--- config.mk ---
export PLATFORM = sky130hd
export DESIGN_NAME = design1_mux8_flat
export DESIGN_NICKNAME = d
export VERILOG_FILES = /design/src/rtl/design1_mux8_if.sv /design/src/rtl/design1_mux8.sv /design/src/flat_wrapper.sv
export SDC_FILE = /design/constraint.sdc
export NUM_CORES = 1
export LEC_CHECK = 0
export ABC_AREA = 0
export ABC_CLOCK_PERIOD_IN_PS = 1800
export BUFFER_PORTS_ARGS = -buffer_cell sky130_fd_sc_hd__buf_2
export CORE_MARGIN = 3
export CORE_UTILIZATION = 48
export DETAILED_ROUTE_END_ITERATION = 10
export GPL_TIMING_DRIVEN = 1
export PLACE_DENSITY = 0.71
export SLEW_MARGIN = 20
export SYNTH_ARGS = -nofsm -noshare
export SYNTH_HDL_FRONTEND = slang
export SYNTH_SLANG_ARGS = --single-unit
--- constraint.sdc ---
create_clock -name clk -period 1.8 [get_ports clk]
set_input_delay 0.18 -clock clk [delete_from_list [all_inputs] [get_ports clk]]
set_output_delay 0.18 -clock clk [all_outputs]
set_load 0.02 [all_outputs]
--- src/rtl/design1_mux8_if.sv ---
// Bus bundle for the registered 8-to-1 bit selector.
// The master side drives the data bus, select, enable and inhibit.
// The slave side (the selector) returns the registered output bit.
interface design1_mux8_if #(
    parameter int SEL_W  = 3,
    parameter int DATA_W = 8
);
    logic [DATA_W-1:0] DATA_IN;
    logic [SEL_W-1:0]  S;
    logic              EN_0;
    logic              GND;
    logic              DATA_OUT;

    modport master (
        output DATA_IN,
        output S,
        output EN_0,
        output GND,
        input  DATA_OUT
    );

    modport slave (
        input  DATA_IN,
        input  S,
        input  EN_0,
        input  GND,
        output DATA_OUT
    );
endinterface

--- src/rtl/design1_mux8.sv ---
// Registered 8-to-1 bit selector with enable and ground-reference inhibit.
// Stage 1 registers the raw inputs together, so S and DATA_IN never mix
// values from different cycles. Stage 2 forms EN_0 & ~GND & DATA_IN[S]
// from those registered values and drives DATA_OUT.
// Reset asserts asynchronously; its release is synchronised by a 2-flop
// chain. Stage 1 starts loading on the second rising edge after rst_n
// rises, and stage 2 one edge later.
module design1_mux8 #(
    parameter int SEL_W  = 3,
    parameter int DATA_W = 8
) (
    input  logic         clk,
    input  logic         rst_n,
    design1_mux8_if.slave bus
);

    // Every select code must map onto a real data bit.
    generate
        if (DATA_W != (1 << SEL_W)) begin : g_bad_width
            $error("design1_mux8: DATA_W must equal 2**SEL_W");
        end
    endgenerate

    logic [1:0]        rst_sync_q, rst_sync_d;
    logic [DATA_W-1:0] data_in_q,  data_in_d;
    logic [SEL_W-1:0]  s_q,        s_d;
    logic              en_q,       en_d;
    logic              gnd_q,      gnd_d;
    logic              data_out_q, data_out_d;

    // Release chain: shifts ones in after rst_n rises.
    always_comb begin
        rst_sync_d = {rst_sync_q[0], 1'b1};
    end

    // Release-chain flops; cleared the instant rst_n falls.
    always_ff @(posedge clk or negedge rst_n) begin
        if (!rst_n) begin
            rst_sync_q <= 2'b00;
        end else begin
            rst_sync_q <= rst_sync_d;
        end
    end

    // Stage 1: capture all inputs together once the first sync flop is set.
    // rst_sync_q[0] is the next value of rst_sync_q[1], so stage 1 loads on
    // the same edge that completes the release.
    always_comb begin
        data_in_d = data_in_q;
        s_d       = s_q;
        en_d      = en_q;
        gnd_d     = gnd_q;
        if (rst_sync_q[0]) begin
            data_in_d = bus.DATA_IN;
            s_d       = bus.S;
            en_d      = bus.EN_0;
            gnd_d     = bus.GND;
        end
    end

    // Stage-1 registers.
    always_ff @(posedge clk or negedge rst_n) begin
        if (!rst_n) begin
            data_in_q <= '0;
            s_q       <= '0;
            en_q      <= 1'b0;
            gnd_q     <= 1'b0;
        end else begin
            data_in_q <= data_in_d;
            s_q       <= s_d;
            en_q      <= en_d;
            gnd_q     <= gnd_d;
        end
    end

    // Stage 2: select the bit. GND overrides EN_0, and both gate the data.
    always_comb begin
        data_out_d = data_out_q;
        if (rst_sync_q[1]) begin
            data_out_d = en_q & ~gnd_q & data_in_q[s_q];
        end
    end

    // Output register.
    always_ff @(posedge clk or negedge rst_n) begin
        if (!rst_n) begin
            data_out_q <= 1'b0;
        end else begin
            data_out_q <= data_out_d;
        end
    end

    assign bus.DATA_OUT = data_out_q;

endmodule

--- src/flat_wrapper.sv ---
// flat-port wrapper written by rule: the top's interface ports become plain ports
module design1_mux8_flat 
#(
    parameter int SEL_W  = 3,
    parameter int DATA_W = 8
)
  (clk, rst_n, bus_DATA_IN, bus_S, bus_EN_0, bus_GND, bus_DATA_OUT);
  design1_mux8_if #(.SEL_W(SEL_W), .DATA_W(DATA_W)) bus_i ();
  input  logic clk;
  input  logic rst_n;
  input wire logic [$bits(bus_i.DATA_IN)-1:0] bus_DATA_IN;
  input wire logic [$bits(bus_i.S)-1:0] bus_S;
  input wire logic [$bits(bus_i.EN_0)-1:0] bus_EN_0;
  input wire logic [$bits(bus_i.GND)-1:0] bus_GND;
  output wire logic [$bits(bus_i.DATA_OUT)-1:0] bus_DATA_OUT;
  assign bus_i.DATA_IN = bus_DATA_IN;
  assign bus_i.S = bus_S;
  assign bus_i.EN_0 = bus_EN_0;
  assign bus_i.GND = bus_GND;
  assign bus_DATA_OUT = bus_i.DATA_OUT;
  design1_mux8 #(.SEL_W(SEL_W), .DATA_W(DATA_W)) u_core (.clk(clk), .rst_n(rst_n), .bus(bus_i));
endmodule
==> results of run 1 <==
==> cell usage after synthesis <==
master    instances  share of area (%)
buf_2             1               0.78
mux2_1           13                 23
nand2_1           1               0.59
nand3b_1          1                1.2
inv_1             1               0.59
or2_0             1               0.98
conb_1            1               0.59
dfrtp_1          16                 63
a311oi_1          1                1.4
mux2i_1           2                3.1
mux4_2            1                3.5
a32o_1            1                1.6
==> worst max path at each step <==
stage | cells past startpoint | startpoint | endpoint | slack [ns]
final | 3 | u_core.s_q[0]$_DFFE_PN0P_ | u_core.bus.DATA_OUT$_DFFE_PN0P_ | 0.37
after global routing | 3 | u_core.s_q[0]$_DFFE_PN0P_ | u_core.bus.DATA_OUT$_DFFE_PN0P_ | 0.29
after CTS | 3 | u_core.s_q[0]$_DFFE_PN0P_ | u_core.bus.DATA_OUT$_DFFE_PN0P_ | 0.36
after detailed placement | 3 | u_core.s_q[0]$_DFFE_PN0P_ | u_core.bus.DATA_OUT$_DFFE_PN0P_ | 0.37
after global placement | 3 | u_core.s_q[0]$_DFFE_PN0P_ | u_core.bus.DATA_OUT$_DFFE_PN0P_ | 0.41
after floorplan | 3 | u_core.s_q[0]$_DFFE_PN0P_ | u_core.bus.DATA_OUT$_DFFE_PN0P_ | 0.43
==> cells in the final DEF (no fill, tap or decap), types with 2 or more instances in the layout <==
cell / instances
mux2i_1: 2
dfrtp_1: 16
buf_2: 15
clkbuf_4: 3
mux2_1: 13
==> logic make-up (layout without fill, tap and decap cells) <==
group | count (synthesis) | after routing | share of synthesized area, %
multiplexers | 16 | 16 | 29.6
flip-flops | 16 | 16 | 62.7
AND/OR/NAND/NOR | 3 | 3 | 2.75
AO/OA/AOI/OAI | 2 | 2 | 2.94
buffers and inverters | 2 | 21 | 1.37
other | 1 | 1 | 0.588
==> stage by stage <==
stage	cell area [um2]	total power (uW)	cells	worst slack, ns
after floorplan	638	468	40	0.431
after global placement	726	497	68	0.412
after detailed placement	726	505	68	0.370
after CTS	772	737	73	0.357
after global routing	772	771	73	0.294
final	772	727	73	0.365
==> worst reg2reg max path: cells and delay by family, from the launching register on <==
family             cells  cell delay [ns]
AOI/OAI and AO/OA      1             0.21
DFF                    1             0.42
muxes                  1             0.50
and+or+nand+nor        1             0.20
==> state kept, by name (all words and copies together) (netlist names) <==
name	flops
u_core.gnd_q	1
u_core.en_q	1
u_core.rst_sync_q	2
u_core.s_q	3
u_core.bus.DATA_OUT	1
u_core.data_in_q	8
==> layout make-up <==
class | count | area [um2]
timing repair buffer | 16 | 85.1
tap | 14 | 17.5
inverter | 1 | 3.75
sequential | 16 | 400
multi-input combinational | 22 | 229
fill | 88 | 399
clock buffer | 4 | 36.3
==> routing by layer <==
metal	global-route usage [%]	share of wire, %	up-vias	routed length (um)
met4	7.45	0	0	0
met2	22.2	51	10	525
met1	16.2	44	184	447
met3	3.86	5.0	0	51
li1	-	-	178	-
met5	0	0	-	0
==> report_power, final <==
group	internal [uW]	switching, uW
sequential	393	27.3
clock	123	107
combinational	48.6	28.5
==> timing repair <==
action,4_1_cts,5_1_grt
endpoints found under the hold margin,16,0
buffers inserted,0,0
hold buffers,1,0
gates resized for setup,0,0
==> impl_metrics.py, run 1 <==
metrics = {
    "placement": {
        "gp_congestion": 0.716,
        "hpwl_um": 785,
        "portBuffers": 15,
    },
    "min_path": {
        "hp-start": "bus_DATA_IN[7]",
        "holdCritPathClass": "primary input to flip-flop",
        "hold_depth": 2,
        "min_to": "u_core.data_in_q[7]$_DFFE_PN0P_",
    },
    "clocking": {
        "htreeDepth": 1,
        "path_clk_slew_ns": 0.09,
        "cts.sinks": 16,
        "root_buffer": "clkbuf_4",
        "clk-insertion-delay-late_ns": 0.28,
        "cts_buffers": 3,
        "clock_path_buffers": 2,
        "cts_tree": "yes",
    },
    "sta": {
        "tightestPinTransition_ns": 0.545,
        "slew_headroom_pct": 63.7,
        "post-route-period-util_pct": 79.7,
        "fmax_mhz": 697,
        "fin_tns_setup_ns": 0,
        "skew_ns": 0.00215,
        "hold_violations": 0,
        "final_max_slew_viol_count": 0,
        "setup_viol": 0,
        "rsz0062_at_grt": "no",
        "final.min_clock_period_ns": 1.43,
        "holdWs_ns": 0.109,
    },
    "worst_setup_path": {
        "criticalPathCategory": "flip-flop to flip-flop",
        "cp_num_buf_inv": 0,
        "r2r_setup_slack_ns": 0.37,
        "crit_slowest_cell": "mux4_2",
        "worst_setup_path_start_kind": "flip-flop",
        "end_kind": "flip-flop",
        "path_delay_family": "multiplexers",
        "cp_cell_sequence": "mux4_2 -> or2_0 -> a32o_1",
        "critical_path_arrival_ns": 1.61,
        "r2r-start": "u_core.s_q[0]$_DFFE_PN0P_",
        "worstPathRequired_ns": 1.98,
        "path_max_fanout": 4,
        "reg2regPathDepth": 3,
        "r2r-end": "u_core.bus.DATA_OUT$_DFFE_PN0P_",
        "worst_path_largest_cell_delay_ns": 0.50,
    },
    "synthesis": {
        "ys_ff_latch": 16,
        "yosysSeqAreaShare_pct": 62.7,
        "yosys_warnings": 0,
        "synth_cells": 40,
        "syn_area_per_cell_um2": 16.0,
        "syn-cell-area_um2": 638,
        "synth_nets": 55,
        "ys_types": 12,
    },
    "floorplanning": {
        "fp.dieW_um": 42.5,
        "initial_core_util_pct": 54.5,
        "core_area_um2": 1170,
        "pin_count": 16,
        "die_y_um": 42.5,
        "num_rows": 12,
        "die-area_um2": 1800,
    },
    "grt": {
        "antenna_found_initial": 0,
        "grt_use_total_pct": 13.7,
        "grt-ovfl-total": 0,
        "grt_max_degree": 17,
        "grt_first_pass_wirelength_mm": 1.79,
        "grt_pass1_vias": 403,
    },
    "route": {
        "via_count": 372,
        "drt_first_iter_violations": 9,
        "ant_nets": 0,
        "drcViolationCount": 0,
        "wl_mm": 1.03,
        "first_pass_iters": 4,
        "wire_per_inst_um": 14.0,
        "drt-vias-per-instance": 5.10,
    },
    "layout": {
        "diodes": 0,
        "area_growth_pct": 21.0,
        "final_core_util_pct": 65.9,
        "fin_nets": 75,
        "drive_above_1_share_pct": 33.9,
    },
    "pwr": {
        "p_per_area_nw_per_um2": 942,
        "p_leak_uw": 0.000361,
        "peakVddDrop_mv": 0.585,
    },
    "run_status": {
        "status": "finished, final reports clean",
    },
    "run": {
        "drv_cap": 0,
    },
}
Note: power is estimated with default switching activity, not from simulation.
==> run 2: changes to the inputs <==
--- a/config.mk
+++ b/config.mk
@@ -6,7 +6,7 @@
 export NUM_CORES = 1
 export LEC_CHECK = 0
 export ABC_AREA = 0
-export ABC_CLOCK_PERIOD_IN_PS = 1800
+export ABC_CLOCK_PERIOD_IN_PS = 1500
 export BUFFER_PORTS_ARGS = -buffer_cell sky130_fd_sc_hd__buf_2
 export CORE_MARGIN = 3
 export CORE_UTILIZATION = 48
==> constraint.sdc (replaced) <==
create_clock -name clk -period 1.5 [get_ports clk]
set_input_delay 0.15 -clock clk [delete_from_list [all_inputs] [get_ports clk]]
set_output_delay 0.15 -clock clk [all_outputs]
set_load 0.02 [all_outputs]
==> run 2 against run 1 <==
Worst hold slack worse by 0.022 ns. First-iteration DRC count fell by 89%. Clock power decreased by 10%. Power grew 11%. Sequential share of layout area shrank 0.084 points. Register-to-register slack lost 0.29 ns. Count of clock-buffer cells in the layout shrank 1. Global-route usage shrank 1.2 points. Die area unchanged. Wire length decreased by 3.7%. Cell area grew 0.16%. Via count is 3.5% higher. Critical path type unchanged. Highest routed layer unchanged.
==> impl_metrics.py, run 2 (synthesized netlist as in run 1, its figures left out) <==
metrics = {
    "run_status": {
        "status": "finished, final reports clean",
    },
    "route": {
        "wl_um": 987,
        "wire_per_inst_um": 13.3,
        "drt_first_iter_violations": 1,
        "drcViolationCount": 0,
        "via_count": 385,
        "ant_nets": 0,
        "first_pass_iters": 2,
        "drt-vias-per-instance": 5.20,
    },
    "layout": {
        "layoutNonFillerInstCount": 74,
        "largestRegisters": "u_core.data_in_q x8, u_core.s_q x3, u_core.rst_sync_q x2",
        "mostFrequentLayoutCells": "16 x dfrtp_1, 15 x buf_2, 13 x mux2_1",
        "final_common_cell": "dfrtp_1",
        "stdcell_area_um2": 773,
        "diodes": 0,
        "fin_nets": 77,
        "largest_reg_flops": 8,
        "top_register": "u_core.data_in_q",
        "drive_above_1_share_pct": 35.0,
        "area_growth_pct": 21.2,
    },
    "sta": {
        "final_max_slew_viol_count": 0,
        "fmax_mhz": 702,
        "holdWs_ns": 0.0869,
        "fin_tns_setup_ns": 0,
        "post-route-period-util_pct": 95.0,
        "rsz0062_at_grt": "no",
        "hold_violations": 0,
        "worst_slack_ns": 0.0750,
        "final.min_clock_period_ns": 1.43,
        "skew_ns": 0.00743,
        "setup_viol": 0,
    },
    "clocking": {
        "clk-insertion-delay-late_ns": 0.27,
        "clock_path_buffers": 2,
        "cts_buffers": 3,
        "cts.repair.resized": 0,
        "root_buffer": "clkbuf_4",
        "cts_hold_buffers": 1,
        "cts.sinks": 16,
        "htreeDepth": 1,
        "path_clk_slew_ns": 0.09,
        "cts_tree": "yes",
        "post_cts_buffers": 0,
    },
    "min_path": {
        "holdCritPathClass": "primary input to flip-flop",
    },
    "worst_setup_path": {
        "end_kind": "flip-flop",
        "criticalPathCategory": "flip-flop to flip-flop",
        "critical_path_arrival_ns": 1.59,
        "path_max_fanout": 4,
        "worst_setup_path_start_kind": "flip-flop",
        "worstPathRequired_ns": 1.67,
    },
    "floorplanning": {
        "core_area_um2": 1170,
        "die_y_um": 42.5,
        "pin_count": 16,
        "fp.dieW_um": 42.5,
        "initial_core_util_pct": 54.5,
        "die-area_um2": 1800,
        "num_rows": 12,
    },
    "grt": {
        "grt-ovfl-total": 0,
        "antenna_found_initial": 0,
        "grt_use_total_pct": 12.5,
        "grt_first_pass_wirelength_mm": 1.77,
        "grt_pass1_vias": 436,
        "grt_max_degree": 17,
    },
    "placement": {
        "place_inst": 70,
        "hpwl_um": 816,
        "gp_congestion": 0.712,
        "place_area_um2": 741,
        "portBuffers": 15,
        "dp_slack_ns": 0.0705,
    },
    "pwr": {
        "p_leak_uw": 0.000363,
        "p_per_area_nw_per_um2": 1040,
        "peakVddDrop_mv": 0.642,
    },
    "run": {
        "drv_cap": 0,
    },
}
[run 2: cell count changes in the layout (fill, tap and decap cells not counted)]
cell      change
buf_4         +2
clkbuf_8      -1
[run 2: worst paths after layout]
kind	cells past startpoint	end	start	slack, ns
max in group asynchronous	2	u_core.rst_sync_q[0]$_DFF_PN0_	rst_n	0.94
hold reg to reg	1	u_core.data_in_q[4]$_DFFE_PN0P_	u_core.data_in_q[4]$_DFFE_PN0P_	0.49
setup / recovery	3	u_core.bus.DATA_OUT$_DFFE_PN0P_	u_core.s_q[0]$_DFFE_PN0P_	0.07
min in group asynchronous	2	u_core.s_q[0]$_DFFE_PN0P_	rst_n	0.30
hold / removal	2	u_core.data_in_q[7]$_DFFE_PN0P_	bus_DATA_IN[7]	0.09
setup reg to reg	3	u_core.bus.DATA_OUT$_DFFE_PN0P_	u_core.s_q[0]$_DFFE_PN0P_	0.07
[run 2: layer usage]
layer / share of wire [%] / vias to the layer above / routed length, um / track usage, %
li1: - / 187 / - / -
met1: 42 / 190 / 411 / 14.7
met2: 53 / 8 / 528 / 22.5
met3: 4.8 / 0 / 47 / 2.58
met4: 0 / 0 / 0 / 3.73
met5: 0 / - / 0 / 0
[run 2: critical path: stages (launching register included)]
cell and delay (ns):
dfrtp_1 0.41, mux4_2 0.50, or2_0 0.20, a32o_1 0.21
[run 2: report_power, final]
group,internal [uW],switching [uW]
combinational,61.6,40.6
clock,92.8,115
sequential,472,25.5
[run 2: area by class of cell]
class / count / area (um2)
clock buffer: 3 / 22.5
fill: 92 / 398
inverter: 1 / 3.75
multi-input combinational: 22 / 229
sequential: 16 / 400
tap: 14 / 17.5
timing repair buffer: 18 / 100
[run 2: through the flow]
| stage | util, % | power [uW] |
|---|---|---|
| floorplan | - | 561 |
| global placement | 63.2 | 601 |
| detailed placement | 63.2 | 609 |
| CTS | 66.0 | 822 |
| global route | 66.0 | 853 |
| finish | 66.0 | 807 |
==> run 3: changes to the inputs <==
--- a/config.mk
+++ b/config.mk
@@ -12,7 +12,7 @@
 export CORE_UTILIZATION = 48
 export DETAILED_ROUTE_END_ITERATION = 10
 export GPL_TIMING_DRIVEN = 1
-export PLACE_DENSITY = 0.71
+export PLACE_DENSITY_LB_ADDON = 0.2
 export SLEW_MARGIN = 20
 export SYNTH_ARGS = -nofsm -noshare
 export SYNTH_HDL_FRONTEND = slang
==> run 3 against run 2 <==
Register-to-register slack got worse by 0.03 ns. Largest cell class unchanged. Critical path depth unchanged. Critical endpoint unchanged. Cell count unchanged. Cell area increased by 0.81%. Sequential share of layout area decreased by 0.42 points. Count of clock-buffer cells in the layout increased by 1. Power increased by 9.0%. Die area unchanged.
==> impl_metrics.py, run 3 (synthesized netlist as in run 1, its figures left out) <==
metrics = {
    "placement": {
        "dp_slack_ns": 0.0551,
        "place_area_um2": 733,
        "gp_congestion": 0.686,
        "portBuffers": 15,
        "hpwl_um": 879,
        "place_inst": 69,
    },
    "clocking": {
        "root_buffer": "clkbuf_4",
        "path_clk_slew_ns": 0.09,
        "cts_tree": "yes",
        "cts_buffers": 3,
        "htreeDepth": 1,
        "clk-insertion-delay-late_ns": 0.29,
        "clock_path_buffers": 2,
        "cts.sinks": 16,
    },
    "layout": {
        "mostFrequentLayoutCells": "16 x dfrtp_1, 15 x buf_2, 13 x mux2_1",
        "final_common_cell": "dfrtp_1",
        "top_register": "u_core.data_in_q",
        "drive_above_1_share_pct": 35.0,
        "stdcell_area_um2": 779,
        "fillCellCount": 87,
        "diodes": 0,
        "largest_reg_flops": 8,
        "layoutNonFillerInstCount": 74,
        "regArea_um2": 400,
        "largestRegisters": "u_core.data_in_q x8, u_core.s_q x3, u_core.rst_sync_q x2",
        "multi_input_area_um2": 229,
        "fin_nets": 76,
        "area_growth_pct": 22.2,
    },
    "pwr": {
        "switchingPower_uw": 200,
        "p_leak_uw": 0.000366,
        "p_int_uw": 680,
        "peakVddDrop_mv": 0.692,
        "switching_share_pct": 22.7,
        "p_seq_share_pct": 56.8,
        "p_per_area_nw_per_um2": 1130,
        "clkPwrFrac_pct": 31.8,
        "pwr-share-comb_pct": 11.4,
    },
    "worst_setup_path": {
        "worstPathRequired_ns": 1.68,
        "crit_slowest_cell": "mux4_2",
        "r2r-start": "u_core.s_q[0]$_DFFE_PN0P_",
        "end_kind": "flip-flop",
        "r2r-end": "u_core.bus.DATA_OUT$_DFFE_PN0P_",
        "reg2regPathDepth": 3,
        "r2r_setup_slack_ns": 0.05,
        "criticalPathCategory": "flip-flop to flip-flop",
        "critical_path_arrival_ns": 1.63,
        "worst_setup_path_start_kind": "flip-flop",
        "cp_cell_sequence": "mux4_2 -> or2_1 -> a32o_1",
        "worst_path_largest_cell_delay_ns": 0.49,
        "path_max_fanout": 4,
    },
    "route": {
        "drcViolationCount": 0,
        "first_pass_iters": 1,
        "drt_first_iter_violations": 0,
        "wl_mm": 1.11,
        "wire_per_inst_um": 15.0,
        "via_count": 380,
        "ant_nets": 0,
        "drt-vias-per-instance": 5.14,
    },
    "floorplanning": {
        "die_y_um": 42.5,
        "initial_core_util_pct": 54.5,
        "core_area_um2": 1170,
        "pin_count": 16,
        "die-area_um2": 1800,
        "fp.dieW_um": 42.5,
        "num_rows": 12,
    },
    "grt": {
        "grt_first_pass_wirelength_mm": 2.08,
        "grt_pass1_vias": 477,
        "grt_max_degree": 17,
        "grt-ovfl-total": 0,
        "grt_use_total_pct": 15.9,
        "antenna_found_initial": 0,
    },
    "sta": {
        "worst_slack_ns": 0.0452,
        "setup_viol": 0,
        "hold_violations": 0,
        "post-route-period-util_pct": 97.0,
        "fmax_mhz": 687,
        "final_max_slew_viol_count": 0,
        "rsz0062_at_grt": "yes",
        "skew_ns": 0.00443,
        "final.min_clock_period_ns": 1.45,
    },
    "run_status": {
        "status": "finished, final reports clean",
    },
    "min_path": {
        "hold_depth": 2,
        "holdCritPathClass": "primary input to flip-flop",
        "hp-start": "bus_DATA_IN[6]",
        "min_to": "u_core.data_in_q[6]$_DFFE_PN0P_",
    },
    "run": {
        "drv_cap": 0,
    },
}
[run 3: cell types whose count changed in the layout (fill, tap and decap cells not counted), sizes merged]
cell    previous run  this run
buf               17        16
clkbuf             3         4
[run 3: cell type report]
class                      instances  share of cell area, %
sequential                        16                   51.4
timing repair buffer              17                   11.9
multi-input combinational         22                   29.4
clock buffer                       4                   4.65
tap                               14                   2.25
inverter                           1                  0.482
[run 3: per-layer routing]
metal / GRT usage (%) / vias to the layer above / part of all wire, %
li1: - / 183 / -
met1: 17.3 / 179 / 41
met2: 27.4 / 13 / 50
met3: 3.00 / 5 / 5.4
met4: 11.2 / 0 / 3.2
met5: 0 / - / 0
[run 3: power groups by stage]
stage / sequential [uW] / combinational, uW / clock [uW]
after floorplan: 504 / 57.0 / 0
after global placement: 506 / 93.7 / 0
after detailed placement: 509 / 100 / 0
after CTS: 500 / 103 / 285
after global routing: 507 / 114 / 305
final: 500 / 100 / 280
[run 3: through the flow]
step | hold slack, ns | total power (uW) | utilization [%] | TNS, ns
after global placement | 0.0622 | 600 | 62.6 | 0
after CTS | 0.0703 | 888 | 66.6 | 0
after detailed placement | 0.0753 | 609 | 62.6 | 0
final | 0.0712 | 880 | 66.6 | 0
after floorplan | -0.146 | 561 | - | 0
after global routing | 0.0724 | 925 | 66.6 | -0.00427
[run 3: how the worst max path moves through the flow]
stage                                      endpoint  cells past startpoint                 startpoint  slack [ns]
global placement    u_core.bus.DATA_OUT$_DFFE_PN0P_                      3  u_core.s_q[0]$_DFFE_PN0P_        0.11
CTS                 u_core.bus.DATA_OUT$_DFFE_PN0P_                      3  u_core.s_q[0]$_DFFE_PN0P_        0.04
floorplan           u_core.bus.DATA_OUT$_DFFE_PN0P_                      3  u_core.s_q[0]$_DFFE_PN0P_        0.13
global route        u_core.bus.DATA_OUT$_DFFE_PN0P_                      3  u_core.s_q[0]$_DFFE_PN0P_      -0.004
finish              u_core.bus.DATA_OUT$_DFFE_PN0P_                      3  u_core.s_q[0]$_DFFE_PN0P_        0.05
detailed placement  u_core.bus.DATA_OUT$_DFFE_PN0P_                      3  u_core.s_q[0]$_DFFE_PN0P_        0.06
[run 3: what timing repair did]
action,in CTS,in global routing
setup endpoints to repair,0,1
hold buffers,1,0
hold endpoints to repair,16,0
buffers inserted,0,0
gates resized for setup,0,1
[run 3: worst max-delay path, delay by kind of cell (launching register included)]
| kind | cells | cell delay (ns) |
|---|---|---|
| AO/OA/AOI/OAI | 1 | 0.22 |
| flip-flops | 1 | 0.41 |
| multiplexers | 1 | 0.49 |
| AND/OR/NAND/NOR | 1 | 0.22 |
